--- src/rtl/multi_cycle_controller.sv ---
// Multi-cycle RV32 control FSM: IF/ID/EX/MEM/WB sequencing plus a retired-instruction counter.
// Define MEM_HANDSHAKE_EN to add mem_ready and stall IF/MEM until the memory answers.
module multi_cycle_controller (
    input  logic        clk,
    input  logic        reset,
    input  logic [6:0]  opcode,
    input  logic        bcond,
`ifdef MEM_HANDSHAKE_EN
    input  logic        mem_ready,
`endif
    output logic        ir_write,
    output logic        i_or_d,
    output logic        mem_read,
    output logic        mem_write,
    output logic        reg_write,
    output logic        mem_to_reg,
    output logic        pc_write,
    output logic [1:0]  pc_src,
    output logic [1:0]  alu_phase,
    output logic        is_halted,
    output logic [2:0]  state,
    output logic [31:0] retired
);

    typedef enum logic [2:0] {
        S_IF   = 3'd0,
        S_ID   = 3'd1,
        S_EX   = 3'd2,
        S_MEM  = 3'd3,
        S_WB   = 3'd4,
        S_HALT = 3'd5
    } state_t;

    localparam logic [6:0] OP_LOAD  = 7'b0000011;
    localparam logic [6:0] OP_STORE = 7'b0100011;
    localparam logic [6:0] OP_ARITH = 7'b0110011;
    localparam logic [6:0] OP_ARI   = 7'b0010011;
    localparam logic [6:0] OP_BR    = 7'b1100011;
    localparam logic [6:0] OP_JAL   = 7'b1101111;
    localparam logic [6:0] OP_JALR  = 7'b1100111;
    localparam logic [6:0] OP_ECALL = 7'b1110011;

    state_t      state_q, state_d;
    logic [31:0] retired_q, retired_d;
    logic        mem_done;

`ifdef MEM_HANDSHAKE_EN
    assign mem_done = mem_ready;
`else
    assign mem_done = 1'b1;
`endif

    logic       ir_write_c, i_or_d_c, mem_read_c, mem_write_c;
    logic       reg_write_c, mem_to_reg_c, pc_write_c, is_halted_c;
    logic [1:0] pc_src_c, alu_phase_c;

    logic is_load, is_store, is_arith, is_br, is_jal, is_jalr, is_ecall;

    assign is_load  = (opcode == OP_LOAD);
    assign is_store = (opcode == OP_STORE);
    assign is_arith = (opcode == OP_ARITH) || (opcode == OP_ARI);
    assign is_br    = (opcode == OP_BR);
    assign is_jal   = (opcode == OP_JAL);
    assign is_jalr  = (opcode == OP_JALR);
    assign is_ecall = (opcode == OP_ECALL);

    always_comb begin
        state_d      = state_q;
        ir_write_c   = 1'b0;
        i_or_d_c     = 1'b0;
        mem_read_c   = 1'b0;
        mem_write_c  = 1'b0;
        reg_write_c  = 1'b0;
        mem_to_reg_c = 1'b0;
        pc_write_c   = 1'b0;
        pc_src_c     = 2'd0;
        alu_phase_c  = 2'd0;
        is_halted_c  = 1'b0;
        case (state_q)
            S_IF: begin
                mem_read_c = 1'b1;
                ir_write_c = 1'b1;
                if (mem_done) state_d = S_ID;
            end
            S_ID: begin
                if (is_ecall) begin
                    state_d = S_HALT;
                end else if (is_load || is_store || is_arith ||
                             is_br || is_jal || is_jalr) begin
                    state_d = S_EX;
                end else begin
                    // Unknown opcode retires as a NOP
                    state_d    = S_IF;
                    pc_write_c = 1'b1;
                end
            end
            S_EX: begin
                if (is_load || is_store) begin
                    state_d = S_MEM;
                end else if (is_arith) begin
                    state_d     = S_WB;
                    alu_phase_c = 2'd2;
                end else if (is_jal || is_jalr) begin
                    state_d = S_WB;
                end else if (is_br) begin
                    state_d     = S_IF;
                    alu_phase_c = 2'd1;
                    pc_write_c  = 1'b1;
                    pc_src_c    = bcond ? 2'd1 : 2'd0;
                end else begin
                    state_d = S_IF;
                end
            end
            S_MEM: begin
                i_or_d_c = 1'b1;
                if (is_load) begin
                    mem_read_c = 1'b1;
                    if (mem_done) state_d = S_WB;
                end else if (is_store) begin
                    mem_write_c = 1'b1;
                    if (mem_done) begin
                        state_d    = S_IF;
                        pc_write_c = 1'b1;
                    end
                end else begin
                    state_d = S_IF;
                end
            end
            S_WB: begin
                state_d      = S_IF;
                reg_write_c  = 1'b1;
                pc_write_c   = 1'b1;
                mem_to_reg_c = is_load;
                pc_src_c     = is_jalr ? 2'd2 : (is_jal ? 2'd1 : 2'd0);
            end
            S_HALT: begin
                is_halted_c = 1'b1;
            end
            default: state_d = S_IF;
        endcase
    end

    always_comb begin
        ir_write   = ir_write_c   & ~reset;
        i_or_d     = i_or_d_c     & ~reset;
        mem_read   = mem_read_c   & ~reset;
        mem_write  = mem_write_c  & ~reset;
        reg_write  = reg_write_c  & ~reset;
        mem_to_reg = mem_to_reg_c & ~reset;
        pc_write   = pc_write_c   & ~reset;
        is_halted  = is_halted_c  & ~reset;
        pc_src     = reset ? 2'd0 : pc_src_c;
        alu_phase  = reset ? 2'd0 : alu_phase_c;
    end

    assign retired_d = retired_q + {31'd0, pc_write};
    assign state     = state_q;
    assign retired   = retired_q;

    always_ff @(posedge clk) begin
        if (reset) begin
            state_q   <= S_IF;
            retired_q <= 32'd0;
        end else begin
            state_q   <= state_d;
            retired_q <= retired_d;
        end
    end

endmodule

--- config.mk ---
export PLATFORM = sky130hd
export DESIGN_NAME = multi_cycle_controller
export DESIGN_NICKNAME = d
export VERILOG_FILES = /design/src/rtl/multi_cycle_controller.sv
export SDC_FILE = /design/constraint.sdc
export NUM_CORES = 1
export LEC_CHECK = 0
export ABC_CLOCK_PERIOD_IN_PS = 2700
export CORE_MARGIN = 2
export CORE_UTILIZATION = 30
export DETAILED_ROUTE_END_ITERATION = 10
export HOLD_SLACK_MARGIN = 0.08
export PLACE_DENSITY = 0.57
export SYNTH_ARGS = -nofsm -noshare
export SYNTH_HDL_FRONTEND = slang
export SYNTH_SLANG_ARGS = --single-unit
--- constraint.sdc ---
create_clock -name clk -period 2.7 [get_ports clk]
set_input_delay 0.54 -clock clk [delete_from_list [all_inputs] [get_ports clk]]
set_output_delay 0.54 -clock clk [all_outputs]
set_load 0.01 [all_outputs]
==> impl_metrics.toml <==
[worst_setup_path]
reg2reg_from = "state[1]$_SDFFE_PP0P_"
cp-start-kind = "input port"
setup.worst_path.class = "input port to output port"
path_max_fanout = 6
path_cells = "buf_2 > nand4bb_4 > buf_4 > buf_4 > nor3_4 > and3_1 > clkdlybuf4s50_1"
cp.required_ns = 2.16
slowest_stage = "clkdlybuf4s50_1"
slowest_delay_ns = 0.53
crit_top_cell = "buf_4"
arrival_ns = 2.09
worstSetupEndpointType = "output port"
startpoint = "opcode[2]"

[route]
drcViolationCount = 0
wl_per_cell_um = 14.1
via_per_inst = 5.29
vias = 2089
drt_pass1_iterations = 4
routed_wl_mm = 5.57
drt_iter0_drc = 135
ant_nets = 0

[floorplan]
rows = 28
die_area_um2 = 6790
die_w_um = 82.4
core_um2 = 5920
boundaryPins = 57
start_util_pct = 31.2
die_h_um = 82.4

[min_path]
hold_start = "retired[31]$_SDFF_PP0_"
hold_class = "flip-flop to flip-flop"

[final_layout]
multi_input_area_um2 = 1170
fillers = 569
syn_to_final_growth_pct = 63.5
layout-drive-gt1-share_pct = 23.8
nets = 331
final-seq-area_um2 = 701
diodes = 0

[power]
internal-power_mw = 0.799
peakVddDrop_mv = 0.185
swShare_pct = 23.7
power_density_nw_per_um2 = 347
combPwrFrac_pct = 9.0
p_switching_mw = 0.248
power_mw = 1.05
p_leak_nw = 1.13
pwr-share-seq_pct = 49.8
clock_power_share_pct = 41.2

[clocking]
cts_tree = "built"
numCtsBuffers = 5
cts.sinks = 35
cts_root_buf = "clkbuf_8"
cts_buffer_depth = 2
cts_hold_buf = 0
htreeDepth = 2
path_clk_slew_ns = 0.07
clk_latency_ns = 0.29

[timing]
relSlewSlack_pct = 68.2
final.setup.tns_ns = 0
fin_crit_sh_pct = 97.6
max_freq_mhz = 380
fin_crit_ns = 2.63
hold_viol_final = 0
finalSetupViolations = 0
rsz0062_at_grt = "true"
drv_slew = 0
finalClockSkew_ns = 0.00779
worst-slew-pin-transition_ns = 0.465

[run_status]
status = "finished, final reports clean"

[global_route]
grt_pass1_vias = 1961
grt_pass1_wl_mm = 8.94
grt_antenna_before_repair = 0
grt_max_degree = 23
grt-ovfl-total = 0
track_usage_pct = 16.9

[synth]
syn_nets = 237
synth.avg_cell_area_um2 = 8.20
ys_seq_area_share_pct = 38.0
synthDistinctLibCells = 41
synth_area_um2 = 1850
syn_inst = 225
ys_ff_latch = 35
ys.warnings.count = 0

[place]
hpwl_mm = 3.64
portBuffers = 56
routabilityCongestion = 0.795

[job]
maxCapViolCount = 0
## timing repair
item,in CTS,in global routing
pin swaps,13,6
setup buffers,10,4
gates resized for setup,40,10
cloned,3,0
setup endpoints to repair,29,10
## worst max-delay path, delay by kind of cell
family / cells / cell delay (ns)
and+or+nand+nor: 3 / 0.58
buffers and inverters: 4 / 0.97
## cells in the mapped netlist
| library cell | count | area share, % |
|---|---|---|
| nor2b_1 | 2 | 0.68 |
| nand4_2 | 1 | 0.68 |
| a211o_1 | 1 | 0.47 |
| nor2_1 | 14 | 2.8 |
| nand2b_1 | 3 | 1.0 |
| nor4_1 | 3 | 1.0 |
| a211oi_1 | 1 | 0.41 |
| nand3_1 | 12 | 3.3 |
| ha_1 | 2 | 1.4 |
| and2_1 | 1 | 0.34 |
| or3b_2 | 1 | 0.47 |
| nor3_1 | 5 | 1.4 |
| o21bai_1 | 1 | 0.41 |
| o31ai_1 | 15 | 6.1 |
| buf_6 | 1 | 0.61 |
| nand4b_1 | 1 | 0.47 |
| nand4bb_1 | 1 | 0.61 |
| and4_4 | 1 | 0.61 |
| o21ai_0 | 9 | 2.4 |
| xnor2_1 | 6 | 2.8 |
| or3_1 | 10 | 3.4 |
| a31oi_1 | 1 | 0.34 |
| nor4b_1 | 1 | 0.47 |
| nor3b_1 | 2 | 0.81 |
| inv_1 | 9 | 1.8 |
| buf_2 | 1 | 0.27 |
| or4_1 | 14 | 5.7 |
| a22o_1 | 1 | 0.47 |
| a221o_1 | 1 | 0.54 |
| a21oi_1 | 24 | 6.5 |
| and3_1 | 6 | 2.0 |
| clkbuf_2 | 1 | 0.27 |
| nand4_1 | 7 | 2.4 |
| a41oi_1 | 1 | 0.47 |
| clkbuf_1 | 9 | 1.8 |
| buf_1 | 1 | 0.20 |
| a2111oi_0 | 1 | 0.47 |
| xor2_1 | 4 | 1.9 |
| dfxtp_1 | 35 | 38 |
| nand2_1 | 11 | 2.2 |
| and4_1 | 4 | 1.9 |
## through the flow
stage	utilization [%]	setup WS, ns	hold WS, ns	std cells	area [um^2]
after global placement	45.9	-0.482	0.467	371	2720
after floorplan	-	0.00906	0.496	225	1910
after detailed placement	45.9	-0.521	0.480	371	2720
after global routing	51.0	-0.0159	0.527	395	3020
final	51.0	0.0659	0.491	395	3020
after CTS	50.3	-0.0370	0.495	392	2980
## flip-flops by register name, indices dropped and copies added, names as in the netlist
register  flops
retired      32
state         3
## layout make-up
class | count | area share [%]
Multi-Input combinational cell | 168 | 38.9
Timing Repair Buffer | 100 | 30.2
Sequential cell | 35 | 23.2
Clock buffer | 7 | 3.19
Tap cell | 75 | 3.11
Inverter | 9 | 1.12
Clock inverter | 1 | 0.249
## power by group through the flow
stage               Combinational (mW)  Sequential [mW]  Clock [mW]
floorplan                       0.0355            0.534           0
global placement                0.0854            0.533           0
detailed placement              0.0853            0.533           0
CTS                             0.0925            0.521       0.440
global route                     0.102            0.522       0.458
finish                          0.0942            0.522       0.432
## final timing paths
path,to,slack [ns],cells after the start
setup / recovery,mem_write,0.07,7
setup reg to reg,retired[21]$_SDFF_PP0_,0.16,10
hold / removal,retired[31]$_SDFF_PP0_,0.49,2
hold reg to reg,retired[31]$_SDFF_PP0_,0.49,2
## cell families (layout without fill, tap and decap cells)
family	count (synthesis)	count (layout)	share of synthesized area, %
AND/OR/NAND/NOR	100	100	32.3
AO/OA/AOI/OAI	56	56	18.6
flip-flops	35	35	38.0
buffers and inverters	22	117	5.02
XOR/XNOR	10	10	4.75
adder cells (fa/ha/maj)	2	2	1.36
## cell usage in the layout (no fill, tap or decap), types with 7 or more instances in the layout
master,n
a21oi_1,22
clkbuf_8,7
nand4_1,7
buf_4,38
inv_1,7
or3_1,10
o21ai_0,9
or4_1,13
nor2_1,14
clkdlybuf4s50_1,42
o31ai_1,15
nand3_1,11
dfxtp_1,35
nand2_1,10
## metal layers
layer	GRT usage, %	up-vias	wire length (um)
met1	21.4	989	2510
met4	6.83	0	100
met5	0	-	0
met3	3.80	12	253
li1	-	1043	-
met2	27.8	45	2710
No activity file was read; power rests on OpenSTA's default activity.
